`config.mk`:
```
export PLATFORM = sky130hd
export DESIGN_NAME = program_loader
export DESIGN_NICKNAME = d
export VERILOG_FILES = /design/src/rtl/program_loader.sv
export SDC_FILE = /design/constraint.sdc
export NUM_CORES = 1
export LEC_CHECK = 0
export CAP_MARGIN = 5
export CORE_ASPECT_RATIO = 0.9
export CORE_MARGIN = 2
export CORE_UTILIZATION = 48
export DETAILED_ROUTE_END_ITERATION = 10
export PLACE_DENSITY = 0.77
export SLEW_MARGIN = 20
export SYNTH_ARGS = -nofsm -noshare
export SYNTH_HDL_FRONTEND = slang
export SYNTH_SLANG_ARGS = --single-unit
```
`constraint.sdc`:
```
create_clock -name clock -period 3.75 [get_ports clock]
set_input_delay 0.9375 -clock clock [delete_from_list [all_inputs] [get_ports clock]]
set_output_delay 0.9375 -clock clock [all_outputs]
set_load 0.05 [all_outputs]
```
`src/rtl/program_loader.sv`:
```
// Instruction-memory loader: accepts a counted stream of 32-bit words, writes them
// to consecutive word addresses, then holds the core in reset for a flush window.
//
// state    | meaning
// ---------+---------------------------------------------------------------
// IDLE     | after reset, waiting for start; core held in reset
// LOAD     | accepting words, one memory write per accepted word
// FLUSH    | final word written, core_reset held for FLUSH_CYCLES cycles
// RUN      | core released, done=1; a valid start reloads
// ERROR    | bad word_count or idle timeout; a valid start retries

module program_loader #(
   parameter int unsigned ADDR_WIDTH   = 10,
   parameter logic [31:0] BASE_ADDR    = 32'h0000_0000,
   parameter int unsigned FLUSH_CYCLES = 4,
   parameter int unsigned TIMEOUT      = 1000
) (
   input  logic                  clock,
   input  logic                  reset,
   input  logic                  start,
   input  logic [ADDR_WIDTH:0]   word_count,
   input  logic                  in_valid,
   input  logic [31:0]           in_data,
   output logic                  in_ready,
   output logic                  imem_we,
   output logic [31:0]           imem_addr,
   output logic [31:0]           imem_wdata,
   output logic                  core_reset,
   output logic                  done,
   output logic                  error,
   output logic [ADDR_WIDTH:0]   words_loaded,
   output logic [31:0]           checksum
);

   localparam int unsigned CW = ADDR_WIDTH + 1;

   localparam logic [2:0] ST_IDLE  = 3'd0;
   localparam logic [2:0] ST_LOAD  = 3'd1;
   localparam logic [2:0] ST_FLUSH = 3'd2;
   localparam logic [2:0] ST_RUN   = 3'd3;
   localparam logic [2:0] ST_ERROR = 3'd4;

   // Down-counter reload values: terminal count is zero, so load N-1 for N cycles.
   localparam logic [31:0] IDLE_TC  = (TIMEOUT > 0) ? 32'(TIMEOUT - 1) : 32'd0;
   localparam logic [31:0] FLUSH_TC = (FLUSH_CYCLES > 0) ? 32'(FLUSH_CYCLES - 1) : 32'd0;
   localparam logic [2:0]  ST_AFTER_LOAD = (FLUSH_CYCLES > 0) ? ST_FLUSH : ST_RUN;

   logic [2:0]    state_q, state_d;
   logic [CW-1:0] word_total_q, word_total_d;
   logic [31:0]   idle_cnt_q, idle_cnt_d;
   logic [31:0]   flush_cnt_q, flush_cnt_d;
   logic          in_ready_q, in_ready_d;
   logic          imem_we_q, imem_we_d;
   logic [31:0]   imem_addr_q, imem_addr_d;
   logic [31:0]   imem_wdata_q, imem_wdata_d;
   logic          core_reset_q, core_reset_d;
   logic          done_q, done_d;
   logic          error_q, error_d;
   logic [CW-1:0] words_loaded_q, words_loaded_d;
   logic [31:0]   checksum_q, checksum_d;

   logic          count_ok;
   logic          handshake;
   logic          last_word;

   // Valid range is 1..2^ADDR_WIDTH; the MSB alone is only legal for exactly MAX_WORDS.
   assign count_ok  = (word_count != '0) &&
                      ((word_count[ADDR_WIDTH] == 1'b0) || (word_count[ADDR_WIDTH-1:0] == '0));
   assign handshake = (state_q == ST_LOAD) && in_ready_q && in_valid;
   assign last_word = ((words_loaded_q + CW'(1)) == word_total_q);

   always_comb begin
      state_d        = state_q;
      word_total_d   = word_total_q;
      idle_cnt_d     = idle_cnt_q;
      flush_cnt_d    = flush_cnt_q;
      imem_we_d      = 1'b0;
      imem_addr_d    = imem_addr_q;
      imem_wdata_d   = imem_wdata_q;
      words_loaded_d = words_loaded_q;
      checksum_d     = checksum_q;

      case (state_q)
         ST_IDLE, ST_RUN, ST_ERROR: begin
            if (start) begin
               if (count_ok) begin
                  state_d        = ST_LOAD;
                  word_total_d   = word_count;
                  words_loaded_d = '0;
                  checksum_d     = '0;
                  idle_cnt_d     = IDLE_TC;
               end else begin
                  state_d = ST_ERROR;
               end
            end
         end

         ST_LOAD: begin
            if (handshake) begin
               imem_we_d      = 1'b1;
               imem_addr_d    = BASE_ADDR + (32'(words_loaded_q) << 2);
               imem_wdata_d   = in_data;
               words_loaded_d = words_loaded_q + CW'(1);
               checksum_d     = checksum_q + in_data;
               idle_cnt_d     = IDLE_TC;
               if (last_word) begin
                  state_d     = ST_AFTER_LOAD;
                  flush_cnt_d = FLUSH_TC;
               end
            end else if (idle_cnt_q == '0) begin
               state_d = ST_ERROR;
            end else begin
               idle_cnt_d = idle_cnt_q - 32'd1;
            end
         end

         ST_FLUSH: begin
            if (flush_cnt_q == '0) begin
               state_d = ST_RUN;
            end else begin
               flush_cnt_d = flush_cnt_q - 32'd1;
            end
         end

         default: state_d = ST_IDLE;
      endcase

      in_ready_d   = (state_d == ST_LOAD);
      core_reset_d = (state_d != ST_RUN);
      done_d       = (state_d == ST_RUN);
      error_d      = (state_d == ST_ERROR);
   end

   always_ff @(posedge clock) begin
      if (reset) begin
         state_q        <= ST_IDLE;
         word_total_q   <= '0;
         idle_cnt_q     <= '0;
         flush_cnt_q    <= '0;
         in_ready_q     <= 1'b0;
         imem_we_q      <= 1'b0;
         imem_addr_q    <= '0;
         imem_wdata_q   <= '0;
         core_reset_q   <= 1'b1;
         done_q         <= 1'b0;
         error_q        <= 1'b0;
         words_loaded_q <= '0;
         checksum_q     <= '0;
      end else begin
         state_q        <= state_d;
         word_total_q   <= word_total_d;
         idle_cnt_q     <= idle_cnt_d;
         flush_cnt_q    <= flush_cnt_d;
         in_ready_q     <= in_ready_d;
         imem_we_q      <= imem_we_d;
         imem_addr_q    <= imem_addr_d;
         imem_wdata_q   <= imem_wdata_d;
         core_reset_q   <= core_reset_d;
         done_q         <= done_d;
         error_q        <= error_d;
         words_loaded_q <= words_loaded_d;
         checksum_q     <= checksum_d;
      end
   end

   // A reset arriving in the issue cycle of a write withholds that write from memory.
   assign imem_we      = imem_we_q & ~reset;
   assign in_ready     = in_ready_q;
   assign imem_addr    = imem_addr_q;
   assign imem_wdata   = imem_wdata_q;
   assign core_reset   = core_reset_q;
   assign done         = done_q;
   assign error        = error_q;
   assign words_loaded = words_loaded_q;
   assign checksum     = checksum_q;

endmodule

```
* Word level (Yosys, flattened, before mapping)
Cells that the tools add are included.
** Cells by class
- $add $sub $neg :: 4
- Equality and inequality tests :: 15
- Muxes and demuxes :: 25
- Bitwise gates (word level) :: 4
- Reduce and logical (&&, ||, !) cells :: 18
** Operators with widths (count)
- 32-bit 2-to-1 mux :: 10
- 32-bit one-hot mux with 2 select lines :: 3
- 32-bit zero test :: 2
- 32-bit by 1-bit subtractor with 32-bit output, second input constant :: 2
- 11-bit 2-to-1 mux :: 3
- 32-bit adder :: 1
- 11-bit one-hot mux with 2 select lines :: 1
- 3-bit 2-to-1 mux :: 6
- 4-bit AND reduction :: 3
- 11-bit by 1-bit adder with 11-bit output, second input constant :: 1
- 11-bit == test :: 1
- 11-bit nonzero test :: 1
- 10-bit zero test :: 1
- 2-bit != test, second input constant :: 5
- 3-bit by 2-bit == test with 1-bit output, second input constant :: 3
- 3-bit one-hot mux with 3 select lines :: 1
- 3-bit by 1-bit == test with 1-bit output, second input constant :: 2
- 3-bit == test, second input constant :: 2
- 2-bit nonzero test :: 2
- 1-bit logical AND :: 3
- 3-bit zero test :: 1
- 3-bit by 2-bit != test with 1-bit output, second input constant :: 1
- 3-bit != test, second input constant :: 1
- 1-bit inverter :: 3
- 7 further kinds :: 7
** Word-level totals
- Flip-flop bits (word level) :: 169
- Output and inout port bits :: 112
- Logic and storage cells :: 79

* Depth between registers and ports, before layout
- Word-level depth :: 7
- Mapped depth :: 15

* Least setup slack after synthesis
Ideal clock, no wire load.
- Kind :: input -> register
- From :: input in_data[0]
- To :: register checksum_q[28] (netlist: checksum[28])
- Library setup time :: 0.117 ns
- Arrival time :: 3.439 ns
- Slack :: 0.194 ns
- Stages :: 11
- Path through :: ha_1 > fa_1 > a211oi_1 > o211ai_1 > a31oi_1 > a211oi_1 > a221oi_1 > o21ai_0 > a31oi_1 > xnor2_1 > a22o_1
** On the way
- Word-level cells in the longest chain between the ends :: 3
** Ends and longest elaborated chain
- from (decl) :: RTL line 23 : input logic [31:0] in_data,
- 32-bit adder :: RTL line 104 : checksum_d = checksum_q + in_data;
- 32-bit 2-to-1 mux :: RTL line 99 : if (handshake) begin
- 32-bit one-hot mux with 2 select lines :: RTL line 83 : case (state_q)
- to (signal assigned) :: RTL line 162 : checksum_q <= checksum_d;
- to (decl) :: RTL line 60 : logic [31:0] checksum_q, checksum_d;
Every way passes these cells. The select of a mux whose other input is x is not followed.
A chain may end at the register's enable or synchronous reset.

* Final worst setup path
Same ends and word-level chain as after synthesis.

==> flow_summary.ini <==
[clock_tree]
cts_setup_buffers = 0
ctsResizeCount = 0
cts_max_path_buffers = 2
cts_htree_levels = 4
cts_tree = yes
numCtsBuffers = 17
cts_root_buf = clkbuf_16
clk_latency_ns = 0.43
ctsHoldBuffers = 0
clkTransAtPathRegs_ns = 0.06
clock-sinks = 169

[timing]
fin_ws_ns = 0.179
finClkSkew_ns = 0.0105
fin_crit_sh_pct = 95.2
setup_viol_count_final = 0
finalSetupTns_ns = 0
period_needed_ns = 3.57
max_freq_mhz = 280
rsz0062_at_grt = false
max_slew.worst_pin.slew_ns = 0.609
finalHoldViolCount = 0
relSlewSlack_pct = 59.4
final_max_slew_viol_count = 0

[synthesis]
synthArstFlopShare_pct = 0
syn_area_per_cell_um2 = 8.35
synthFlopType = dfxtp_1
synth_cell_types = 76
synth_area_mm2 = 0.00874
syn_inst = 1047
yosys_warnings = 0
synth_edf_count = 0
synth-seq-cells = 169
ys_seq_area_share_pct = 38.7

[die]
initial_core_util_pct = 49.3
io_pins = 159
coreArea_mm2 = 0.0177
dieArea_mm2 = 0.0193
die_h_um = 132
die_width_um = 146
rows = 46

[routing]
vias_per_cell = 5.42
drtPass1Iterations = 5
ant_nets = 0
wl_um = 22300
wl_per_cell_um = 15.3
vias = 7900
drt_iter0_drc = 406
drc = 0

[power]
power.share.sequential_pct = 41.0
powerDensity_mw_per_mm2 = 416
pwr-share-clk_pct = 41.8
intPower_uw = 3400
leakagePower_uw = 0.00449
combPwrFrac_pct = 17.2
peakVddDrop_uv = 329
switchingPower_uw = 1250
swShare_pct = 26.9

[run_status]
outcome = complete, no violations

[global_routing]
grt_pass1_wl_um = 37400
grt_start_max_net_pins = 53
grt_use_total_pct = 23.3
grt_pass1_vias = 7563
grt_overflow = 0
antenna_found_initial = 0

[critical_path]
critPathMaxStageDelay_ns = 0.43
path_max_fanout = 4
r2r_start = words_loaded[1]
critPathArrivalTime_ns = 3.89
crit_end = checksum[28]
crit_path_start = in_data[0]
r2r_end = flush_cnt_q[21]
worstPathCellList = clkdlybuf4s50_1 > ha_1 > fa_1 > a211oi_2 > o211ai_1 > a31oi_2 > a211oi_2 > a221oi_1 > buf_4 > o21ai_0 > a31oi_1 > xnor2_1 > a22o_1
crit_top_cell = a211oi_2
critPathTopFamily = compound AO/OA/AOI/OAI gates
r2r_cells = 10
r2r_slack_ns = 0.38
critPathKind = in2reg
setup.worst_path.end_class = register
worstPathRequired_ns = 4.07
crit_path_start_kind = input pin
slowest_stage = clkdlybuf4s50_1
cp.depth = 13
cp_num_buf_inv = 2

[final_layout]
nets = 1288
area_growth_pct = 28.1
diodes = 0
drive_above_1_share_pct = 9.29
post-route-cell-area_mm2 = 0.0112
final_util_pct = 63.2

[placement]
dp_hpwl_um = 15800
placed_area_mm2 = 0.0105
port_buffers = 137
pre_cts_ws_ns = -0.345
place_congestion = 0.902

[hold_path]
hp-class = reg2reg

[flow_run]
max_cap_viol_count = 0
[cell usage in the layout, fill, tap and decap left out, types with 4 or more instances in the layout]
master and instances:
a211oi_1 12, a21o_1 14, a21oi_1 109, a22o_1 20, a22oi_1 4, a311oi_1 5, a31oi_1 6, and2_1 6
and3_1 8, buf_4 59, bufinv_16 5, clkbuf_16 17, clkdlybuf4s50_1 136, conb_1 21, dfxtp_1 169, ha_1 34
inv_1 17, mux2i_1 11, nand2_1 133, nand2b_1 9, nand3_1 24, nand3b_1 4, nand4_1 5, nand4b_1 4
nor2_1 107, nor2b_1 7, nor3_1 16, nor4_1 20, nor4b_1 5, o21ai_0 31, o21bai_1 8, o31ai_1 5
or2_2 4, or3_1 15, or4_1 11, xnor2_1 57, xor2_1 31
[worst min path at each step]
stage	startpoint	end	slack [ns]	depth (start not counted)
after detailed placement	imem_wdata[24]	imem_wdata[24]	0.45	2
after global routing	imem_wdata[24]	imem_wdata[24]	0.47	2
after global placement	imem_wdata[17]	imem_wdata[17]	0.44	2
after floorplan	idle_cnt_q[25]	idle_cnt_q[25]	0.45	2
final	imem_wdata[8]	imem_wdata[8]	0.45	2
after CTS	imem_wdata[8]	imem_wdata[8]	0.45	2
[area by class of cell]
cell class	count	area, µm²
multi-input combinational	804	4960
clock buffer	22	474
fill	1547	6530
clock inverter	8	168
inverter	17	63.8
tap	240	300
sequential	169	3380
timing repair buffer	197	1840
[cells by family (layout without fill, tap and decap cells)]
logic type      after synthesis  in the layout  share of synthesized area [%]
compound gates              248            248                           18.0
xor+xnor                     88             88                           8.82
fa+ha+maj                    35             35                           5.10
buf+inv                      94            244                           5.61
flops                       169            169                           38.7
mux                          11             11                           1.26
other cells                   1             21                         0.0429
simple gates                401            401                           22.5
[power by group through the flow]
stage          sequential [µW]  combinational (µW)  clock [µW]
6_report                  1910                 802        1940
5_1_grt                   1920                 877        2030
4_1_cts                   1910                 796        1970
3_5_place_dp              1950                 789           0
3_3_place_gp              1940                 780           0
2_1_floorplan             2010                 482           0
[state kept, by name, summed over array words and instances (netlist names)]
name,cells
idle_cnt_q,32
done,1
imem_addr,11
words_loaded,11
word_total_q,11
imem_wdata,32
in_ready,1
state_q,3
error,1
core_reset,1
imem_we_q,1
flush_cnt_q,32
checksum,32
[routing by layer]
layer  routed length, µm  track usage, %  share of wire (%)  up-vias
met3                1300            5.71                5.8       23
met4                 289            5.77                1.3        0
met1               10400            31.1                 47     3703
met2               10300            37.9                 46      198
met5                   0               0                  0        -
li1                    -               -                  -     3976
[tightest hold or removal path, cell delays in order, from the launching register on]
cell and delay (ns):
dfxtp_1 0.31, nand2_1 0.05, a21oi_1 0.05
[synth_stat cells, types with 6 or more instances]
cell type	instances	area, µm²
nor4_1	20	125
nand2_1	134	503
ha_1	34	425
nand2b_1	9	56.3
and2_1	6	37.5
xnor2_1	57	499
dfxtp_1	169	3380
clkbuf_1	39	146
mux2i_1	11	110
a21oi_1	109	546
o21bai_1	8	60.1
inv_1	17	63.8
a21o_1	14	105
or3_1	15	93.8
buf_4	22	165
a211oi_1	14	105
a31oi_1	7	43.8
or4_1	11	82.6
nor3_1	16	80.1
buf_2	9	45.0
and3_1	9	56.3
o21ai_0	31	155
xor2_1	31	272
nor2_1	109	409
nor2b_1	7	43.8
nand3_1	24	120
a22o_1	20	175
[stage by stage]
stage / hold WS, ns / cells / power (µW)
2_1_floorplan: 0.452 / 1067 / 2490
3_3_place_gp: 0.440 / 1427 / 2720
3_5_place_dp: 0.447 / 1427 / 2730
4_1_cts: 0.454 / 1457 / 4680
5_1_grt: 0.469 / 1457 / 4830
6_report: 0.453 / 1457 / 4650
(Power assumes the default switching activity.)
